`src/rtl/mem_arbiter.sv`:
```
// ---------------------------------------------------------------------------
// mem_arbiter
//
// Shares one single-port SRAM (1-cycle read latency) between an instruction
// fetch port and a data load/store port. At most one access is granted per
// cycle. Arbitration is round-robin, and fetch wins the first tie after reset.
// Each port has a small response FIFO. A port is only granted when its
// response is guaranteed a slot. Responses come back in grant order, with a
// minimum latency of 2 cycles. Writes return an acknowledge carrying data 0.
//
// Ports
//   clk, rst                     clock, asynchronous active-high reset
//   f_req_*  (valid/ready/addr)  fetch read requests
//   f_rsp_*  (valid/ready/data)  fetch responses
//   d_req_*  (valid/ready/we/addr/wdata)  data read/write requests
//   d_rsp_*  (valid/ready/data)  data responses (write ack data = 0)
//   sram_*   (we/addr/wdata/rdata)        SRAM port, word addressed
// ---------------------------------------------------------------------------

package C;
    localparam int XLEN = 32;
endpackage

module mem_arbiter #(
    parameter int ADDR_WIDTH = 20,
    parameter int XLEN       = C::XLEN,
    parameter int RSP_DEPTH  = 2        // 1 or 2 only
) (
    input  logic                  clk,
    input  logic                  rst,

    input  logic                  f_req_valid,
    output logic                  f_req_ready,
    input  logic [XLEN-1:0]       f_req_addr,
    output logic                  f_rsp_valid,
    input  logic                  f_rsp_ready,
    output logic [31:0]           f_rsp_data,

    input  logic                  d_req_valid,
    output logic                  d_req_ready,
    input  logic                  d_req_we,
    input  logic [XLEN-1:0]       d_req_addr,
    input  logic [31:0]           d_req_wdata,
    output logic                  d_rsp_valid,
    input  logic                  d_rsp_ready,
    output logic [31:0]           d_rsp_data,

    output logic                  sram_we,
    output logic [ADDR_WIDTH-1:0] sram_addr,
    output logic [31:0]           sram_wdata,
    input  logic [31:0]           sram_rdata
);

    // Port index 0 = fetch, 1 = data throughout.
    localparam logic [1:0] DEPTH_W = 2'(RSP_DEPTH);

    // In-flight access: granted last cycle, its SRAM data is valid this cycle.
    logic tag_vld_q, tag_vld_d;
    logic tag_port_q, tag_port_d;
    logic tag_we_q, tag_we_d;

    // 1: data port wins the next tie; 0: fetch wins.
    logic prio_d_q, prio_d_d;

    // SRAM address and write data hold their last value between grants.
    logic [ADDR_WIDTH-1:0] sram_addr_q, sram_addr_d;
    logic [31:0]           sram_wdata_q, sram_wdata_d;

    // Response FIFOs: [port][slot]. Slot 1 is unused when RSP_DEPTH == 1.
    logic [1:0][1:0][31:0] fifo_q, fifo_d;
    logic [1:0][1:0]       cnt_q, cnt_d;
    logic [1:0]            rd_q, rd_d;

    logic [1:0]       rsp_valid, rsp_ready, push, pop, elig, wr_idx;
    logic [1:0][1:0]  occ;
    logic [31:0]      push_data;
    logic             f_can, d_can, grant_f, grant_d, grant;

    // Only word-address bits reach the SRAM; the rest alias by design.
    logic unused_addr_bits;
    assign unused_addr_bits = ^{f_req_addr, d_req_addr};

    // Occupancy and eligibility per port
    always_comb begin
        rsp_ready = {d_rsp_ready, f_rsp_ready};
        rsp_valid = '0;
        push      = '0;
        pop       = '0;
        occ       = '0;
        elig      = '0;
        for (int p = 0; p < 2; p++) begin
            rsp_valid[p] = (cnt_q[p] != 2'd0);
            pop[p]       = rsp_valid[p] && rsp_ready[p];
            // The in-flight access for this port lands in its FIFO at the
            // end of this cycle, so it counts toward occupancy now.
            push[p]      = tag_vld_q && (tag_port_q == 1'(p));
            occ[p]       = cnt_q[p] + {1'b0, push[p]};
            // A full port may still be granted when it pops this cycle:
            // the slot freed now is refilled two edges later at the earliest.
            elig[p]      = (occ[p] < DEPTH_W) || ((occ[p] == DEPTH_W) && pop[p]);
        end
    end

    // Round-robin grant
    always_comb begin
        f_can   = !rst && f_req_valid && elig[0];
        d_can   = !rst && d_req_valid && elig[1];
        grant_f = f_can && (!d_can || !prio_d_q);
        grant_d = d_can && !grant_f;
        grant   = grant_f || grant_d;

        prio_d_d = prio_d_q;
        if (grant_f)      prio_d_d = 1'b1;
        else if (grant_d) prio_d_d = 1'b0;

        tag_vld_d  = grant;
        tag_port_d = grant_d;
        tag_we_d   = grant_d && d_req_we;
    end

    assign f_req_ready = grant_f;
    assign d_req_ready = grant_d;

    // SRAM drive
    always_comb begin
        sram_addr_d  = sram_addr_q;
        sram_wdata_d = sram_wdata_q;
        if (grant_d) begin
            sram_addr_d  = d_req_addr[ADDR_WIDTH+1:2];
            sram_wdata_d = d_req_wdata;
        end else if (grant_f) begin
            sram_addr_d  = f_req_addr[ADDR_WIDTH+1:2];
            sram_wdata_d = d_req_wdata;
        end
    end

    assign sram_we    = grant_d && d_req_we;
    assign sram_addr  = sram_addr_d;
    assign sram_wdata = sram_wdata_d;

    // Response FIFOs
    always_comb begin
        fifo_d    = fifo_q;
        cnt_d     = cnt_q;
        rd_d      = rd_q;
        wr_idx    = '0;
        push_data = tag_we_q ? 32'd0 : sram_rdata;
        for (int p = 0; p < 2; p++) begin
            // When full, the write slot is the one being popped, which keeps
            // order on a simultaneous push+pop.
            wr_idx[p] = (RSP_DEPTH == 1) ? 1'b0 : (rd_q[p] ^ cnt_q[p][0]);
            if (push[p]) fifo_d[p][wr_idx[p]] = push_data;
            if (pop[p])  rd_d[p] = (RSP_DEPTH == 1) ? 1'b0 : ~rd_q[p];
            if (push[p] && !pop[p])      cnt_d[p] = cnt_q[p] + 2'd1;
            else if (!push[p] && pop[p]) cnt_d[p] = cnt_q[p] - 2'd1;
        end
    end

    assign f_rsp_valid = rsp_valid[0];
    assign f_rsp_data  = fifo_q[0][rd_q[0]];
    assign d_rsp_valid = rsp_valid[1];
    assign d_rsp_data  = fifo_q[1][rd_q[1]];

    always_ff @(posedge clk or posedge rst) begin
        if (rst) begin
            tag_vld_q    <= 1'b0;
            tag_port_q   <= 1'b0;
            tag_we_q     <= 1'b0;
            prio_d_q     <= 1'b0;
            sram_addr_q  <= '0;
            sram_wdata_q <= '0;
            fifo_q       <= '0;
            cnt_q        <= '0;
            rd_q         <= '0;
        end else begin
            tag_vld_q    <= tag_vld_d;
            tag_port_q   <= tag_port_d;
            tag_we_q     <= tag_we_d;
            prio_d_q     <= prio_d_d;
            sram_addr_q  <= sram_addr_d;
            sram_wdata_q <= sram_wdata_d;
            fifo_q       <= fifo_d;
            cnt_q        <= cnt_d;
            rd_q         <= rd_d;
        end
    end

endmodule

```
`config.mk`:
```
export PLATFORM = sky130hd
export DESIGN_NAME = mem_arbiter
export DESIGN_NICKNAME = d
export VERILOG_FILES = /design/src/rtl/mem_arbiter.sv
export SDC_FILE = /design/constraint.sdc
export NUM_CORES = 1
export LEC_CHECK = 0
export ABC_AREA = 1
export CAP_MARGIN = 20
export CORE_MARGIN = 5
export CORE_UTILIZATION = 43
export DETAILED_ROUTE_END_ITERATION = 8
export HOLD_SLACK_MARGIN = 0.15
export PLACE_DENSITY_LB_ADDON = 0.1
export RECOVER_POWER = 50
export SLEW_MARGIN = 20
export SYNTH_ARGS = -nofsm -noshare
export SYNTH_HDL_FRONTEND = slang
export SYNTH_SLANG_ARGS = --single-unit
```
`constraint.sdc`:
```
create_clock -name clk -period 6.4 [get_ports clk]
set_input_delay 0.64 -clock clk [delete_from_list [all_inputs] [get_ports clk]]
set_output_delay 0.64 -clock clk [all_outputs]
set_load 0.02 [all_outputs]
```
=== Word-level counts from Yosys, hierarchy flattened ===
Cells that the tools add are included.
W data, S select, Z words.

* Add/subtract/negate cells: 6
* Order comparisons: 8
* Equal/unequal tests: 2
* Multiplexer cells: 21
* Bitwise logic cells: 5
* Reductions and logical operators: 36

{| class="wikitable"
|+ Operator list
! operator !! number
|-
| $mux W32 || 9
|-
| $bwmux W64 || 2
|-
| $demux W32 S1 || 2
|-
| $mux W20 || 2
|-
| $logic_and A1 B1 Y1 || 19
|-
| $reduce_bool A2 Y1 || 5
|-
| $logic_not A1 Y1 || 8
|-
| $lt A1 B2 Y1 const B || 4
|-
| $mux W2 || 4
|-
| $add A2 B1 Y2 || 2
|-
| $add A2 B1 Y2 const B || 2
|-
| $eq A2 B2 Y1 const B || 2
|-
| $logic_or A1 B1 Y1 || 4
|-
| $lt A2 B2 Y1 const B || 2
|-
| $sub A2 B1 Y2 const B || 2
|-
| $not A1 Y1 || 3
|-
| $ge A1 B1 Y1 const B || 2
|-
| $mux W1 || 2
|-
| $xor A1 B1 Y1 || 2
|}

* Bits in registers: 190
* Input port bits: 135
* Output and inout bits: 121
* Logic and storage cells: 92

=== Logic depth before layout (Yosys ltp) ===
* Depth after elaboration: 13
* Depth in mapped cells: 12
* Depth with buffers taken out: 11

=== Worst setup path before layout ===
OpenSTA, ideal clock, no wires.

* Path kind: input to output
* Start: input rst
* End: output sram_addr[0]
* Arrival: 6063 ps
* Data required time: 5760 ps
* Path slack: -303 ps
* Stages on the path: 6
* Buffers on the path: 1
* Path through: inv_1 nand2_1 a21oi_4 clkbuf_1 nand3_1 nand3_1

* Cells in the longest elaborated chain, start to end: 9
* Elaborated cells between the ends (all ways): 12
* Those cells by class: mux (2); reduce/logical (10)

{| class="wikitable"
|+ RTL lines
! item !! line !! text
|-
| start, declared || 30 || <nowiki>input logic rst,</nowiki>
|-
| $logic_not A1 Y1 (no line) (*) || -- ||
|-
| $logic_and A1 B1 Y1 (2 in a row) || 107 || <nowiki>d_can = !rst && d_req_valid && elig[1];</nowiki>
|-
| $logic_not A1 Y1 || 108 || <nowiki>grant_f = f_can && (!d_can || !prio_d_q);</nowiki>
|-
| $logic_or A1 B1 Y1 || 108 ||
|-
| $logic_and A1 B1 Y1 || 108 ||
|-
| $logic_not A1 Y1 || 109 || <nowiki>grant_d = d_can && !grant_f;</nowiki>
|-
| $logic_and A1 B1 Y1 || 109 ||
|-
| $mux W20 (*) || 128 || <nowiki>if (grant_d) begin</nowiki>
|-
| end, declared || 49 || <nowiki>output logic [ADDR_WIDTH-1:0] sram_addr,</nowiki>
|}

Every way passes the cells marked *; elsewhere a longest branch is shown, timed or not.

=== Worst setup path in the final report ===
* Start: register tag_vld_q
* End: output sram_wdata[26]

* Cells in the longest elaborated chain, start to end: 12
* Elaborated cells between the ends (all ways): 21
* Those cells by class: add/sub (2); order compare (2); eq/ne (2); mux (2); reduce/logical (13)

{| class="wikitable"
|+ RTL lines
! item !! line !! text
|-
| start, declared || 58 || <nowiki>logic tag_vld_q, tag_vld_d;</nowiki>
|-
| start signal, assigned || 176 || <nowiki>tag_vld_q <= tag_vld_d;</nowiki>
|-
| $logic_and A1 B1 Y1 || 96 || <nowiki>push[p] = tag_vld_q && (tag_port_q == 1'(p));</nowiki>
|-
| $add A2 B1 Y2 || 97 || <nowiki>occ[p] = cnt_q[p] + {1'b0, push[p]};</nowiki>
|-
| $eq A2 B2 Y1 || 100 || <nowiki>elig[p] = (occ[p] < DEPTH_W) || ((occ[p] == DEPTH_W) && pop[p]);</nowiki>
|-
| $logic_and A1 B1 Y1 || 100 ||
|-
| $logic_or A1 B1 Y1 || 100 ||
|-
| $logic_and A1 B1 Y1 || 107 ||
|-
| $logic_not A1 Y1 || 108 ||
|-
| $logic_or A1 B1 Y1 || 108 ||
|-
| $logic_and A1 B1 Y1 || 108 ||
|-
| $logic_not A1 Y1 || 109 ||
|-
| $logic_and A1 B1 Y1 || 109 ||
|-
| $mux W32 (*) || 128 ||
|-
| end, declared || 50 || <nowiki>output logic [31:0] sram_wdata,</nowiki>
|}

Marks and branches as above.

==> summary by stage <==
Floorplan
The number of rows created at floorplan is 51. The width of the chip is 151 microns. The vertical extent of the die is 151 microns.

The initial core utilization is 43.7%. The die covers 22,700 sq um. The area of the placeable core is 19,500 sq um. 256 I/O pins were placed.

Worst setup path
The largest stage delay on the critical path is 670 ps. The critical path capture point type is an output pin. The data required time of the worst path is 5760 ps. In this run the worst path has a maximum fanout of 53.

The cell class contributing the biggest share of worst-path delay is buffers and inverters. For this design, the slowest cell found on the critical path is sky130_fd_sc_hd__nand2_2. The critical path goes through inv_1, nor2_1, ha_1, inv_1, nand3_1, a21oi_4, inv_2, nand2_2, nand2_1, nand2_1, clkdlybuf4s50_1. The number of buffers and inverters on the critical path is 4. The startpoint type of the worst setup path is a register. The critical path data arrival time is 4280 ps.

By startpoint and endpoint, the worst setup path is classified as reg -> out.

Final layout
The number of antenna diodes in the final layout is 0. The net count of the finished layout is 1,337. From synthesis to final layout, the design area changed by 36.4%. The layout has 1,772 filler cells. The fraction of final layout cells sized beyond drive strength 1 is 6.68%.

Global routing
The global-route congestion overflow total is 0. The global-route wire length before repair is 36,600 microns. The via count of the first global-routing pass is 7,093.

The number of antenna violations at the first check in global routing is 0. The pin count of the biggest net entering global routing is 81. The overall global routing resource usage is 20.3%.

Detailed routing
The first-pass iteration count of the detailed router is 4. After detailed routing, the number of remaining DRC violations is 0. The vias per cell is 4.77. The number of DRC markers after the initial detailed-route iteration is 351. The detail route stage leaves a number of antenna-violating nets equal to 0. The post-detailed-routing wire length is 22,200 microns. For this block, the via count after detailed routing is 7,044. Dividing the detail-routed wire length by the instance count gives 15.0 microns.

Min path
In this run the worst hold path is classified as reg -> reg.

Clocking
The deepest clock path buffer count is 2. The quantity of hold-fixing buffers added after cts is 0. Clock-pin slew was measured on the worst setup and hold paths at 70 ps. After clock tree synthesis, the setup repair step added 0 buffers.

The master cell of the clock root buffer is sky130_fd_sc_hd__clkbuf_16. CTS saw 190 sinks. The total number of H-tree levels is 4.

The CTS tree is yes. The number of gates resized after cts is 0. In this run, CTS created clock tree buffers numbering 17. The clock insertion delay at the later pin of the skew report is 430 ps.

Power
VDD sags by at most 0.298 mV. The leakage power summed over all cells is 5.40 nW. The total power per unit cell area is 537 nW/um^2.

STA
At the pin with the least slew margin, the transition time is 3790 ps. The total count of hold-check failures in the final report came to 0. On the final layout, the worst hold slack is 503 ps. Static timing analysis puts the maximum clock frequency at 0.203 GHz.

The setup skew after layout is 10.4 ps. The final setup TNS is 0 ps. The slack of the critical path is 1480 ps. The number of max-slew violations in the final report was 349. The final critical path takes up 76.9% of the cycle. Headroom to the max-slew limit came out at -153%.

Setup violations remaining at the end of the flow were counted as 0. The post-route minimum period is 4920 ps. Setup repair after global routing left no endpoint under its margin.

Logic synthesis
Sorting the synthesized cells by area gives the leading types as sky130_fd_sc_hd__dfrtp_1 56%, sky130_fd_sc_hd__nand2_1 11%, sky130_fd_sc_hd__o21ai_0 9.6%, sky130_fd_sc_hd__inv_1 6.2%, sky130_fd_sc_hd__nand3_1 5.7%. Counting every instance in the synthesized netlist gives 999. The number of library cell types mapped by synthesis is 24. In this run the biggest area consumer among cell types represents 55.9% of the synthesized area.

Counting every net in the synthesized netlist gives 1,137. The count of yosys warnings during synthesis is 0. The synthesized design contains 190 register bits. The top cell type by total area after synthesis is sky130_fd_sc_hd__dfrtp_1. The per-instance average area after synthesis is 8.52 sq um. The post-synthesis instance area is 8510 sq um. The sequential element share of the synthesized area is 55.9%.

Placed design
The final HPWL from detailed placement is 14,600 microns. The weighted congestion at the end of routability-driven global placement is 0.775. During placement, the flow inserted port buffers numbering 231. Prior to clock tree synthesis, the placed netlist has a worst setup slack of 1670 ps.

Run status
The run finished, with violations left. The checks that failed: capacitance limit, slew limit.

Job
The max-capacitance violation count is 5.
## through the flow
| stage | cell area (sq um) | util, % | std cells | power, W |
|---|---|---|---|---|
| 2_1_floorplan | 8510 | - | 999 | 0.00376 |
| 3_3_place_gp | 11000 | 56.4 | 1444 | 0.00510 |
| 3_5_place_dp | 11000 | 56.4 | 1444 | 0.00514 |
| 4_1_cts | 11600 | 59.6 | 1476 | 0.00630 |
| 5_1_grt | 11600 | 59.6 | 1477 | 0.00669 |
| 6_report | 11600 | 59.6 | 1477 | 0.00623 |
## cells in the mapped netlist, drive strengths merged
cell    count
mux2       32
buf        24
nor2       35
nor3        1
nand4       1
dfrtp     190
o21ai     163
and2        2
nand2     261
clkbuf     35
nand3      97
xor2        2
a21oi       4
inv       143
xnor2       6
ha          3
## cell families (layout without fill, tap and decap cells)
logic type | after synthesis | count (layout) | synth area share, %
flip-flops | 190 | 190 | 55.9
AND/OR/NAND/NOR | 397 | 397 | 19.2
XOR/XNOR | 8 | 8 | 0.823
buffers and inverters | 202 | 415 | 9.41
adder cells (fa/ha/maj) | 3 | 3 | 0.441
multiplexers | 32 | 32 | 4.23
AO/OA/AOI/OAI | 167 | 167 | 10.0
## worst reg2reg max path: cells and delay by family, from the launching register on
kind | cells | cell delay [ps]
simple gates | 1 | 2280
flops | 1 | 880
xor+xnor | 1 | 280
compound gates | 1 | 280
## sequential cells by signal, indices dropped and copies added, names as in the netlist
name and count:
tag_port_q 1, fifo_q 128, rd_q 2, prio_d_q 1, sram_wdata_q 32, tag_we_q 1, tag_vld_q 1, sram_addr_q 20
cnt_q 4
## worst paths after layout
path / startpoint / to / slack (ps) / depth (start not counted)
setup / recovery: tag_vld_q / sram_wdata[26] / 1480 / 11
min in group asynchronous: rst / sram_addr_q[15] / 870 / 3
hold / removal: sram_wdata_q[11] / sram_wdata_q[11] / 500 / 2
max in group asynchronous: rst / fifo_q[121] / 1600 / 4
setup reg to reg: rd_q[0] / fifo_q[27] / 2440 / 3
hold reg to reg: sram_wdata_q[11] / sram_wdata_q[11] / 500 / 2
## report_power, final
part | total [W] | switching [W] | internal, W
registers | 0.00206 | 0.000289 | 0.00177
clock network | 0.00113 | 0.000496 | 0.000630
logic | 0.00305 | 0.00171 | 0.00133
total | 0.00623 | 0.00250 | 0.00373
## final cells by class
class                           instances  area, sq um  share of cell area (%)
Clock buffer                           17          425                    3.67
Clock inverter                         15          198                    1.70
Multi-Input combinational cell        607         2970                    25.6
Inverter                              143          538                    4.64
Tap cell                              265          332                    2.86
Sequential cell                       190         4750                    41.0
Timing Repair Buffer                  240         2390                    20.6
## cell usage in the layout, fill, tap and decap left out, types with 2 or more instances in the layout
cell type,instances
sky130_fd_sc_hd__clkdlybuf4s50_1,229
sky130_fd_sc_hd__o21ai_0,163
sky130_fd_sc_hd__a21oi_1,2
sky130_fd_sc_hd__bufinv_16,3
sky130_fd_sc_hd__clkinv_4,3
sky130_fd_sc_hd__buf_4,5
sky130_fd_sc_hd__xor2_1,2
sky130_fd_sc_hd__nand3_1,97
sky130_fd_sc_hd__inv_8,3
sky130_fd_sc_hd__inv_6,4
sky130_fd_sc_hd__clkbuf_16,17
sky130_fd_sc_hd__clkbuf_1,2
sky130_fd_sc_hd__nor2_1,33
sky130_fd_sc_hd__nand2_1,258
sky130_fd_sc_hd__mux2_2,32
sky130_fd_sc_hd__ha_1,3
sky130_fd_sc_hd__nor2_4,2
sky130_fd_sc_hd__inv_2,2
sky130_fd_sc_hd__inv_1,140
sky130_fd_sc_hd__dlygate4sd3_1,2
sky130_fd_sc_hd__dfrtp_1,190
sky130_fd_sc_hd__xnor2_1,6
sky130_fd_sc_hd__nand2_2,3
## metal layers
layer | vias up | global-route usage (%) | part of all wire [%]
met4 | 0 | 5.21 | 0.97
li1 | 3542 | - | -
met5 | - | 0 | 0
met1 | 3293 | 26.2 | 43
met2 | 190 | 32.4 | 47
met3 | 19 | 7.98 | 9.2
(Power assumes the default switching activity.)
==> RTL edit 1 (config.mk and constraints unchanged) <==
Change the parameter `ADDR_WIDTH` from 20 to 16.
--- a/src/rtl/mem_arbiter.sv
+++ b/src/rtl/mem_arbiter.sv
@@ -22,7 +22,7 @@
 endpackage
 
 module mem_arbiter #(
-    parameter int ADDR_WIDTH = 20,
+    parameter int ADDR_WIDTH = 16,
     parameter int XLEN       = C::XLEN,
     parameter int RSP_DEPTH  = 2        // 1 or 2 only
 ) (
Ports: changed (resized sram_addr); port bits go from 256 to 252. No check against the original RTL was run, so the function may have changed too.
==> RTL edit 1 against the original RTL <==
The flow still finishes with violations (capacitance limit, slew limit); wire length down 1.8%; power fell by 3.1%; critical path depth shrank 2; combinational power down 3%; non-clock buffer count is 14 lower; worst setup slack better by 0.13 ns; cell area decreased by 3.2%; sequential cell count fell by 4; area after synthesis fell by 1.9%; highest routed layer unchanged.
==> RTL edit 1: results (changes against the original RTL) <==
run_status: "finished with violations"
violations: "capacitance limit, slew limit"
powerSeq_mw: 2.05
fin_cells: 1443  # -2.3%
p_int_mw: 3.62  # -3.1%
final_area_sq_mm: 0.0112  # -3.2%
cpPeakStageDelay_ns: 0.79  # +0.12 ns
total_power_mw: 6.04  # -3.1%
final_nets: 1303  # -2.5%
max-vdd-ir-drop_uv: 230  # -23%
grt_usage_pct: 20.2  # -0.12 points
place_congestion: 0.753  # -2.9%
drive_gt1_share_pct: 6.20  # -0.49 points
largest_registers: "fifo_q x128, sram_wdata_q x32, sram_addr_q x16"
critPathArrivalTime_ns: 4.15  # -0.13 ns
synth.net_count: 1115  # -1.9%
antenna_found_initial: 0  # unchanged
cpLargestDelayFamily: "buffers and inverters"
pg_clk_mw: 1.05  # -7%
htree_num_levels: 4  # unchanged
port-buffer-count: 219  # -5.2%
grt_max_degree: 77  # -4.9%
wirelength_mm: 21.8  # -1.8%
cts_buffer_depth: 2  # unchanged
root_buffer: "clkbuf_16"
cts_resized: 0  # unchanged
worst_pin_slew_ns: 3.63  # -0.168 ns
synth_commonest_cells: "nand2_1 (254), dfrtp_1 (186), o21ai_0 (163), inv_1 (143), nand3_1 (84)"
dpl_worst_slack_ns: 1.59  # -0.0784 ns
fillCellCount: 1791  # +1.1%
grt_pass1_wl_mm: 35.7  # -2.5%
grt_pass1_vias: 6832  # -3.7%
hpwl_mm: 14.6  # -0.52%
via_per_inst: 4.72  # -0.96%
crit_fanout: 76  # +43%
drt_iter0_markers: 392  # +12%
place_area_sq_mm: 0.0107  # -2.7%
synth_compound_area_share_pct: 10.1  # +0.15 points
synthAdderAreaFrac_pct: 0.450  # +0.0087 points
synth-xor-area-share_pct: 0.840  # +0.016 points
drt-pass1-iter-count: 5  # +1
cp_slowest_cell: "nand2_2"
yosys_warnings: 0  # unchanged
drv_cap: 7  # +2
clk_latency_ns: 0.43  # about the same
clock_skew_ns: 0.0136  # +0.00322 ns
ys_top_cells_by_area: "dfrtp_1 (56%), nand2_1 (11%), o21ai_0 (9.8%)"
power_leakage_nw: 5.23  # -3.1%
synth_mux_area_share_pct: 4.32  # +0.083 points
syn_area_per_cell_sq_um: 8.54  # +0.28%
r2r_cells: 3  # unchanged
yosysSeqAreaShare_pct: 55.8  # -0.10 points
slew_viol_final: 445  # +28%
## RTL edit 1: area by class of cell
cell class,count,area share (%)
clock buffers,20,3.98
clock inverters,12,1.21
inverters,143,4.84
multi-input cells,591,25.8
flip-flops and latches,186,41.4
well taps,265,2.95
repair buffers,226,19.8
## RTL edit 1: path summary, 6_finish.rpt
| check | from | slack, ns | end |
|---|---|---|---|
| max in group asynchronous | rst | 1.75 | fifo_q[109] |
| min in group asynchronous | rst | 0.80 | fifo_q[85] |
| max | rst | 1.61 | sram_wdata[9] |
| max reg2reg | rd_q[0] | 1.67 | fifo_q[28] |
| min | sram_wdata_q[17] | 0.50 | sram_wdata_q[17] |
| min reg2reg | sram_wdata_q[17] | 0.50 | sram_wdata_q[17] |
## RTL edit 1: per-layer routing
metal	routed length (microns)	track usage (%)
met1	9780	27.4
met2	9800	30.4
met3	1960	7.96
met4	266	5.54
met5	0	0
## RTL edit 1: worst min-delay path: cells and delay by family, from the launching register on
family / cells / cell delay [ns]
flops: 1 / 0.32
simple gates: 2 / 0.15
==> RTL edit 2 (same settings) <==
Without the edit above. Reset style: synchronous (`rst`), changed in one clocked block. Comments in the files are not updated.
--- a/src/rtl/mem_arbiter.sv
+++ b/src/rtl/mem_arbiter.sv
@@ -161,7 +161,7 @@
     assign d_rsp_valid = rsp_valid[1];
     assign d_rsp_data  = fifo_q[1][rd_q[1]];
 
-    always_ff @(posedge clk or posedge rst) begin
+    always_ff @(posedge clk) begin
         if (rst) begin
             tag_vld_q    <= 1'b0;
             tag_port_q   <= 1'b0;
Check against the original RTL: differs if rst is asserted again (counterexample within 4 cycles, from zero or initial values and one cycle with rst high); with rst held inactive, the same outputs for 4 cycles.
==> RTL edit 2 against the original RTL <==
Core utilization down 1.7 points; area after synthesis is 1.8% lower; sequential cell count is the same; non-clock buffer count down 2; highest routed layer unchanged; the run still ends with capacitance limit, slew limit left; worst setup slack gained 0.083 ns; largest power group unchanged; power fell by 31%; wire length increased by 3.8%; cell area shrank 3.9%.
==> RTL edit 2: results (changes against the original RTL) <==
cts_resized: 0  # unchanged
rr_startpoint: "rd_q[1]"
final_nets: 1520  # +14%
violations: "capacitance limit, slew limit"
drt_iter0_markers: 475  # +35%
grt_pass1_vias: 7159  # +0.93%
crit_fanout: 41  # -23%
largest_registers: "fifo_q x128, sram_wdata_q x32, sram_addr_q x20"
ys_top_cells_by_area: "dfxtp_1 (46%), nand2_1 (11%), o21ai_0 (8.9%)"
power_leakage_nw: 5.13  # -4.9%
yosysSeqAreaShare_pct: 45.5  # -10 points
cpPeakStageDelay_ns: 0.82  # +0.15 ns
critPathArrivalTime_ns: 4.20  # -0.08 ns
yosys_warnings: 0  # unchanged
n_antenna_cell: 0  # unchanged
grt_pass1_wl_mm: 36.9  # +0.89%
clk_latency_ns: 0.43  # about the same
antenna_found_initial: 0  # unchanged
r2r_cells: 7  # +4
crit_end: "sram_wdata[6]"
synthArstFlopShare_pct: 0  # -100 points
grt_max_degree: 128  # +58%
drive_gt1_share_pct: 6.03  # -0.66 points
synth_commonest_cells: "nand2_1 (241), dfxtp_1 (190), nor2_1 (175), inv_1 (150), o21ai_0 (148)"
drv_cap: 4  # -1
ys_types: 28  # +17%
cts_buffers: 17  # unchanged
min_path_type: "flip-flop to flip-flop"
grt_usage_pct: 20.6  # +0.28 points
max-vdd-ir-drop_uv: 227  # -24%
place_area_sq_mm: 0.0107  # -2.8%
p_int_mw: 2.66  # -29%
htree_num_levels: 4  # unchanged
slew_headroom_pct: -201  # -48 points
place_congestion: 0.797  # +2.8%
yosys_most_used_dff: "dfxtp_1"
hpwl_mm: 15.5  # +6.2%
clk_pin_slew_ns: 0.07  # about the same
wirelength_mm: 23.1  # +3.8%
fillCellCount: 1966  # +11%
run_status: "finished with violations"
crit_path_start: "tag_vld_q"
synth.net_count: 1339  # +18%
slew_viol_final: 262  # -25%
cts_buffer_depth: 2  # unchanged
r2r_end: "fifo_q[103]"
via_per_inst: 4.66  # -2.4%
root_buffer: "clkbuf_16"
reg2reg_slack_ns: 1.77  # -0.67 ns
clock_skew_ns: 0.0132  # +0.00287 ns
[RTL edit 2: changes by cell type after synthesis, sizes merged, moves of 16 or more]
cell	before	now
dfrtp	190	0
mux2	32	0
a21oi	4	90
nand3	97	43
nor2	35	201
dfxtp	0	190
o21ai	163	179
[RTL edit 2: cell families after synthesis]
logic type / after synthesis / synth area share, %
adders and majority gates: 4 / 0.599
and+or+nand+nor: 493 / 24.1
buffers and inverters: 235 / 11.7
AOI/OAI and AO/OA: 275 / 17.6
DFF: 190 / 45.5
xor gates and xnor gates: 3 / 0.404
[RTL edit 2: how the worst min path moves through the flow]
stage / to / slack [ns] / cells after the start / start
finish: fifo_q[28] / 0.45 / 2 / fifo_q[28]
global route: fifo_q[16] / 0.47 / 2 / fifo_q[16]
CTS: fifo_q[28] / 0.45 / 2 / fifo_q[28]
detailed placement: fifo_q[28] / 0.44 / 2 / fifo_q[28]
global placement: fifo_q[87] / 0.43 / 2 / fifo_q[87]
floorplan: fifo_q[103] / 0.42 / 2 / fifo_q[103]
[RTL edit 2: area by class of cell]
class	count	share of cell area, %
inverters	159	5.35
multi-input cells	775	31.7
clock inverters	12	0.774
well taps	265	2.97
repair buffers	238	21.0
clock buffers	20	4.09
flip-flops and latches	190	34.1
[RTL edit 2: power groups by stage]
| stage | Clock (mW) | Combinational (mW) | Sequential [mW] |
|---|---|---|---|
| after floorplan | 0 | 1.12 | 1.54 |
| after global placement | 0 | 1.79 | 1.56 |
| after detailed placement | 0 | 1.80 | 1.57 |
| after CTS | 1.00 | 1.81 | 1.54 |
| after global routing | 1.05 | 1.96 | 1.57 |
| final | 0.975 | 1.77 | 1.54 |
[RTL edit 2: metal layers]
layer	GRT usage, %	vias up	part of all wire (%)
li1	-	4090	-
met1	26.0	3413	43
met2	33.6	190	47
met3	6.59	33	7.7
met4	6.68	0	2.2
met5	0	-	0
[RTL edit 2: worst max-delay path, delay by kind of cell (launching register included)]
| kind | cells | cell delay [ns] |
|---|---|---|
| simple gates | 6 | 1.85 |
| buf+inv | 5 | 1.15 |
| flops | 1 | 0.35 |
| fa+ha+maj | 1 | 0.28 |
| compound gates | 1 | 0.08 |
[RTL edit 2: stage by stage]
| step | power (mW) | cells | util (%) | worst slack [ns] | hold slack, ns |
|---|---|---|---|---|---|
| CTS | 4.36 | 1659 | 58.2 | 1.86 | 0.451 |
| global placement | 3.35 | 1627 | 55.4 | 2.14 | 0.433 |
| global route | 4.58 | 1659 | 57.9 | 1.11 | 0.470 |
| finish | 4.29 | 1659 | 57.9 | 1.56 | 0.449 |
| detailed placement | 3.37 | 1627 | 55.4 | 2.11 | 0.441 |
| floorplan | 2.66 | 1200 | - | 4.11 | 0.424 |
